`config.mk`:
```
export PLATFORM = sky130hd
export DESIGN_NAME = ss_enc_slave_emulator
export DESIGN_NICKNAME = d
export VERILOG_FILES = /design/src/rtl/ss_enc_pkg.sv /design/src/rtl/ss_enc_clk_sync.sv /design/src/rtl/ss_enc_slave_emulator.sv
export SDC_FILE = /design/constraint.sdc
export NUM_CORES = 1
export LEC_CHECK = 0
export ABC_CLOCK_PERIOD_IN_PS = 2110
export BUFFER_PORTS_ARGS = -buffer_cell sky130_fd_sc_hd__buf_2
export CAP_MARGIN = 20
export CORE_MARGIN = 2
export CORE_UTILIZATION = 50
export CTS_CLUSTER_DIAMETER = 60
export CTS_CLUSTER_SIZE = 14
export DETAILED_ROUTE_END_ITERATION = 6
export PLACE_DENSITY = 0.74
export SLEW_MARGIN = 20
export SYNTH_ARGS = -nofsm -noshare
export SYNTH_HDL_FRONTEND = slang
export SYNTH_SLANG_ARGS = --single-unit
```
`constraint.sdc`:
```
create_clock -name clk75Mhz -period 2.11 [get_ports clk75Mhz]
set_clock_uncertainty 0.15 [all_clocks]
set_input_delay 0.3165 -clock clk75Mhz [delete_from_list [all_inputs] [get_ports clk75Mhz]]
set_output_delay 0.3165 -clock clk75Mhz [all_outputs]
set_load 0.05 [all_outputs]
```
`src/rtl/ss_enc_pkg.sv`:
```
// Shared definitions for the SSI encoder slave emulator and its clock-side helpers.
// Provides state encoding, default timing constants and the Gray-code conversion.
package ss_enc_pkg;

    typedef enum logic [1:0] {
        ST_IDLE  = 2'd0,
        ST_SHIFT = 2'd1,
        ST_MONO  = 2'd2
    } ss_state_e;

    // 20 us monoflop and 100 us mid-frame silence at 75 MHz
    localparam int TM_CYCLES_DEF    = 1500;
    localparam int ABORT_CYCLES_DEF = 7500;

    function automatic logic [31:0] gray_encode(input logic [31:0] bin);
        return bin ^ (bin >> 5'd1);
    endfunction

endpackage

```
`src/rtl/ss_enc_clk_sync.sv`:
```
// Brings an asynchronous SSI clock into the local domain and emits one-cycle
// registered rise/fall pulses; also usable by the master-side reader.
module ss_enc_clk_sync (
    input  logic clk,
    input  logic rst_n,
    input  logic async_in,
    output logic rise,
    output logic fall
);

    logic sync1_r;
    logic sync2_r;
    logic sync3_r;
    logic rise_r;
    logic fall_r;

    // Two-flop synchronizer, history stage and registered edge pulses; the idle line level is high
    always_ff @(posedge clk or negedge rst_n) begin
        if (!rst_n) begin
            sync1_r <= 1'b1;
            sync2_r <= 1'b1;
            sync3_r <= 1'b1;
            rise_r  <= 1'b0;
            fall_r  <= 1'b0;
        end else begin
            sync1_r <= async_in;
            sync2_r <= sync1_r;
            sync3_r <= sync2_r;
            rise_r  <= sync2_r & ~sync3_r;
            fall_r  <= ~sync2_r & sync3_r;
        end
    end

    assign rise = rise_r;
    assign fall = fall_r;

endmodule

```
`src/rtl/ss_enc_slave_emulator.sv`:
```
// SSI absolute-encoder slave: latches a position word on the master's first falling
// clock, shifts it out MSB-first on rising clocks, then holds the monoflop pause.
module ss_enc_slave_emulator
    import ss_enc_pkg::*;
#(
    parameter int DATA_BITS    = 13,
    parameter int TM_CYCLES    = TM_CYCLES_DEF,
    parameter int ABORT_CYCLES = ABORT_CYCLES_DEF
) (
    input  logic                 clk75Mhz,
    input  logic                 reset,
    input  logic                 enable,
    input  logic                 gray_en,
    input  logic [DATA_BITS-1:0] position_in,
    input  logic                 ss_enc_clk_in,
    output logic                 ss_enc_clk_dir,
    output logic                 ss_enc_clk_out,
    output logic                 ss_enc_dat_dir,
    output logic                 ss_enc_do,
    output logic                 busy,
    output logic [15:0]          frame_count,
    output logic [7:0]           abort_count
);

    localparam int TW = $clog2(ABORT_CYCLES);
    localparam int CW = $clog2(DATA_BITS + 1);
    localparam logic [TW-1:0] TM_LAST    = TW'(TM_CYCLES - 1);
    localparam logic [TW-1:0] ABORT_LAST = TW'(ABORT_CYCLES - 1);

    logic                 rise_s;
    logic                 fall_s;
    logic [DATA_BITS-1:0] word_s;

    ss_state_e            state_r,  state_nxt;
    logic [TW-1:0]        timer_r,  timer_nxt;
    logic [CW-1:0]        cnt_r,    cnt_nxt;
    logic [DATA_BITS-1:0] shreg_r,  shreg_nxt;
    logic                 do_r,     do_nxt;
    logic [15:0]          frame_r,  frame_nxt;
    logic [7:0]           abort_r,  abort_nxt;
    logic                 busy_r;
    logic                 dat_dir_r;

    ss_enc_clk_sync u_clk_sync (
        .clk      (clk75Mhz),
        .rst_n    (reset),
        .async_in (ss_enc_clk_in),
        .rise     (rise_s),
        .fall     (fall_s)
    );

    // Word captured at frame start, optionally Gray-coded
    always_comb begin
        if (gray_en) begin
            word_s = DATA_BITS'(gray_encode(32'(position_in)));
        end else begin
            word_s = position_in;
        end
    end

    // Frame sequencing: one timer serves as the SHIFT abort watchdog and the MONO monoflop
    always_comb begin
        state_nxt = state_r;
        timer_nxt = timer_r;
        cnt_nxt   = cnt_r;
        shreg_nxt = shreg_r;
        do_nxt    = do_r;
        frame_nxt = frame_r;
        abort_nxt = abort_r;
        if (!enable) begin
            state_nxt = ST_IDLE;
            timer_nxt = '0;
            do_nxt    = 1'b1;
        end else begin
            case (state_r)
                ST_IDLE: begin
                    do_nxt    = 1'b1;
                    timer_nxt = '0;
                    if (fall_s) begin
                        shreg_nxt = word_s;
                        cnt_nxt   = CW'(DATA_BITS);
                        state_nxt = ST_SHIFT;
                    end else begin
                        state_nxt = ST_IDLE;
                    end
                end
                ST_SHIFT: begin
                    if (rise_s) begin
                        timer_nxt = '0;
                        if (cnt_r == '0) begin
                            do_nxt    = 1'b0;
                            state_nxt = ST_MONO;
                        end else begin
                            do_nxt    = shreg_r[DATA_BITS-1];
                            shreg_nxt = shreg_r << 5'd1;
                            cnt_nxt   = cnt_r - CW'(1'b1);
                        end
                    end else if (fall_s) begin
                        timer_nxt = '0;
                    end else if (timer_r == ABORT_LAST) begin
                        timer_nxt = '0;
                        do_nxt    = 1'b1;
                        state_nxt = ST_IDLE;
                        if (abort_r != 8'hFF) begin
                            abort_nxt = abort_r + 8'd1;
                        end else begin
                            abort_nxt = abort_r;
                        end
                    end else begin
                        timer_nxt = timer_r + TW'(1'b1);
                    end
                end
                ST_MONO: begin
                    do_nxt = 1'b0;
                    // Any clock activity during the pause stretches it
                    if (rise_s || fall_s) begin
                        timer_nxt = '0;
                    end else if (timer_r == TM_LAST) begin
                        timer_nxt = '0;
                        do_nxt    = 1'b1;
                        frame_nxt = frame_r + 16'd1;
                        state_nxt = ST_IDLE;
                    end else begin
                        timer_nxt = timer_r + TW'(1'b1);
                    end
                end
                default: begin
                    state_nxt = ST_IDLE;
                    timer_nxt = '0;
                    do_nxt    = 1'b1;
                end
            endcase
        end
    end

    // State and registered outputs
    always_ff @(posedge clk75Mhz or negedge reset) begin
        if (!reset) begin
            state_r   <= ST_IDLE;
            timer_r   <= '0;
            cnt_r     <= '0;
            shreg_r   <= '0;
            do_r      <= 1'b1;
            frame_r   <= 16'd0;
            abort_r   <= 8'd0;
            busy_r    <= 1'b0;
            dat_dir_r <= 1'b0;
        end else begin
            state_r   <= state_nxt;
            timer_r   <= timer_nxt;
            cnt_r     <= cnt_nxt;
            shreg_r   <= shreg_nxt;
            do_r      <= do_nxt;
            frame_r   <= frame_nxt;
            abort_r   <= abort_nxt;
            busy_r    <= (state_nxt != ST_IDLE);
            dat_dir_r <= enable;
        end
    end

    assign ss_enc_clk_dir = 1'b0;
    assign ss_enc_clk_out = 1'b1;
    assign ss_enc_dat_dir = dat_dir_r;
    assign ss_enc_do      = do_r;
    assign busy           = busy_r;
    assign frame_count    = frame_r;
    assign abort_count    = abort_r;

endmodule

```
==> run_results.csv <==
group,metric,value,unit
clock_tree,cts_tree,"done",
sta,clock.fmax,509,MHz
yosys,synth.top_cells.by_count,"dfrtp_1 (60), nand2_1 (40), xnor2_1 (31), nor2_1 (21), nand3_1 (20)",
floorplanning,ios,47,
power,ir_worst_vdd,0.000375,V
sta,timing.final.crit_share,0.930,
yosys,synth_most_common_cell,"dfrtp_1",
finish,area_delta_synth_final,17.8,%
grt,antenna_found_initial,0,
floorplanning,core_region_area,6390,um^2
floorplanning,rows,29,
sta,finalMaxSlewViolations,0,
grt,grt_use_met1,0.234,
clock_tree,numCtsBuffers,9,
yosys,synthTopCellsByArea,"dfrtp_1 (45%), xnor2_1 (8.2%), nand2_1 (4.5%), xor2_1 (3.7%), mux2i_1 (3.6%)",
yosys,synth_area,3320,um^2
drt,drtIter0Drc,123,
grt,grt_pass1_vias,2439,
clock_tree,clockRootBuffer,"clkbuf_8",
grt,grt-busiest-layer,"met2",
status,outcome,"finished, final reports clean",
worst_hold_path,hold_class,"in -> reg",
place,placedCellCount,446,
worst_setup_path,cp-start-kind,"flip-flop",
yosys,synth-main-ff-cell,"dfrtp_1",
power,p_per_area,670,nW/um^2
yosys,synth-edff-count,0,
yosys,synth-seq-cells,64,
drt,wl_per_cell,13.3,um
sta,setup-violations-final,0,
clock_tree,cts_setup_buffers,0,
yosys,yosysUniqueCellTypes,52,
grt,grt_overflow_total,0,
worst_setup_path,cp.arrival,2.03,ns
finish,finalNonFillerCells,464,
finish,regArea,1610,um^2
drt,via_per_inst,5.45,
worst_setup_path,cp.required,2.17,ns
finish,nets,408,
yosys,syn_nets,353,
drt,drc,0,
grt,grt_max_degree,65,
power,total_power,2.62,mW
floorplanning,start_util,0.520,
run,drv_cap,0,
power,p_leak,1.83,nW
place,place_hpwl,4.46,mm
finish,drive_above_1_share,0.235,
yosys,synth_top_area_cell,"dfrtp_1",
sta,grt_setup_unrepaired,"false",
grt,gr-usage-all-layers,0.182,
clock_tree,path_clk_slew,0.07,ns
yosys,synthArstFlopShare,1.00,
finish,multi_input_area,1630,um^2
yosys,syn-instance-count,327,
place,finalWeightedCongestion,0.854,
clock_tree,htreeDepth,3,
yosys,postSynthAreaPerCell,10.2,um^2
worst_setup_path,worst-setup-path-type,"reg -> reg",
worst_setup_path,crit_fanout,13,
clock_tree,clk_latency,0.34,ns
grt,use_met3,0.0443,
sta,min_period,1.96,ns
drt,wirelength,6.16,mm
floorplanning,die_h,85.5,um
grt,grt_pass1_wl,10.7,mm
drt,vias,2531,
finish,n_fill_cell,557,
clock_tree,cts_buffer_depth,2,
place,io_buffer_count,44,
floorplanning,die_x,85.5,um
yosys,yosysTopAreaCellShare,0.452,
drt,firstDrtPassIters,4,
yosys,ys.warnings.count,0,
drt,detail-route-antenna-nets,0,
finish,n_antenna_cell,0,
sta,setup_tns,0,ns
yosys,synth_seq_area_share,0.484,
sta,hold_ws,0.0817,ns
floorplanning,die_area,7310,um^2
clock_tree,cts_sinks,64,
sta,hold_viol,0,
grt,met2_usage,0.302,
worst_setup_path,crit_path_end_kind,"flip-flop",
==> logic make-up after synthesis <==
group                    count (synthesis)  synth area share
AND/OR/NAND/NOR                        136             0.219
flip-flops                              64             0.484
XOR/XNOR                                45             0.119
AO/OA/AOI/OAI                           34            0.0682
buffers and inverters                   24            0.0335
multiplexers                            14            0.0441
adder cells (fa/ha/maj)                  8            0.0301
other                                    2           0.00226
==> final cells by class <==
type                       count  area share
timing repair buffer          56      0.0870
inverter                      12      0.0115
sequential                    64       0.411
multi-input combinational    239       0.416
clock buffer                   9      0.0317
clock inverter                 7      0.0182
tap                           77      0.0246
==> registers in the layout, indices dropped and copies added (netlist names) <==
register / flops
frame_count: 16
shreg_r: 13
timer_r: 13
abort_count: 8
cnt_r: 4
state_r: 2
busy: 1
ss_enc_dat_dir: 1
ss_enc_do: 1
u_clk_sync.fall: 1
u_clk_sync.rise: 1
u_clk_sync.sync1_r: 1
u_clk_sync.sync2_r: 1
u_clk_sync.sync3_r: 1
==> metal layers <==
metal / vias to the layer above / share of wire / routed length, um
met1: 1239 / 0.46 / 2830
met3: 4 / 0.041 / 250
met4: 0 / 0.0075 / 46
met5: - / 0 / 0
li1: 1241 / - / -
met2: 47 / 0.49 / 3030
==> worst paths after layout <==
kind	from	endpoint	slack [ns]	cells after the start
min in group asynchronous	reset	abort_count[6]	0.37	3
worst max-delay path	timer_r[2]	frame_count[4]	0.15	5
worst min register to register	u_clk_sync.sync1_r	u_clk_sync.sync2_r	0.21	0
worst min-delay path	enable	ss_enc_dat_dir	0.08	1
max in group asynchronous	reset	ss_enc_do	1.11	3
worst max register to register	timer_r[2]	frame_count[4]	0.15	5
==> what timing repair did <==
| item | CTS | global route |
|---|---|---|
| endpoints found under the hold margin | 61 | 0 |
| setup endpoints to repair | 0 | 16 |
| hold buffers | 2 | 0 |
| resized for setup | 0 | 5 |
==> power by group <==
group	internal [mW]	switching, mW	total [mW]
Combinational	0.103	0.141	0.244
Sequential	1.31	0.0486	1.35
Clock	0.544	0.476	1.02
Total	1.95	0.666	2.62
==> through the flow <==
step | setup slack, ns | area [um^2] | utilization
4_1_cts | 0.103 | 3890 | 0.609
3_3_place_gp | 0.198 | 3670 | 0.575
2_1_floorplan | 0.0327 | 3320 | -
5_1_grt | 0.0226 | 3910 | 0.612
6_report | 0.147 | 3910 | 0.612
3_5_place_dp | 0.114 | 3670 | 0.575
==> worst max-delay path: stages, from the launching register on <==
cell     delay (ns)
dfrtp_1        0.47
nor4b_4        0.40
buf_4          0.20
and4_4         0.33
nand4_1        0.14
xnor2_1        0.16
==> cell usage in the layout, fill, tap and decap left out, types with 12 or more instances in the layout <==
master,synthesis,layout
buf_2,2,44
dfrtp_1,60,60
inv_1,12,12
mux2i_1,12,12
nand2_1,40,40
nand3_1,20,20
nand4_1,17,17
nor2_1,21,20
o21ai_0,17,17
xnor2_1,31,31
xor2_1,14,14
Power figures use the tool's default switching activity.
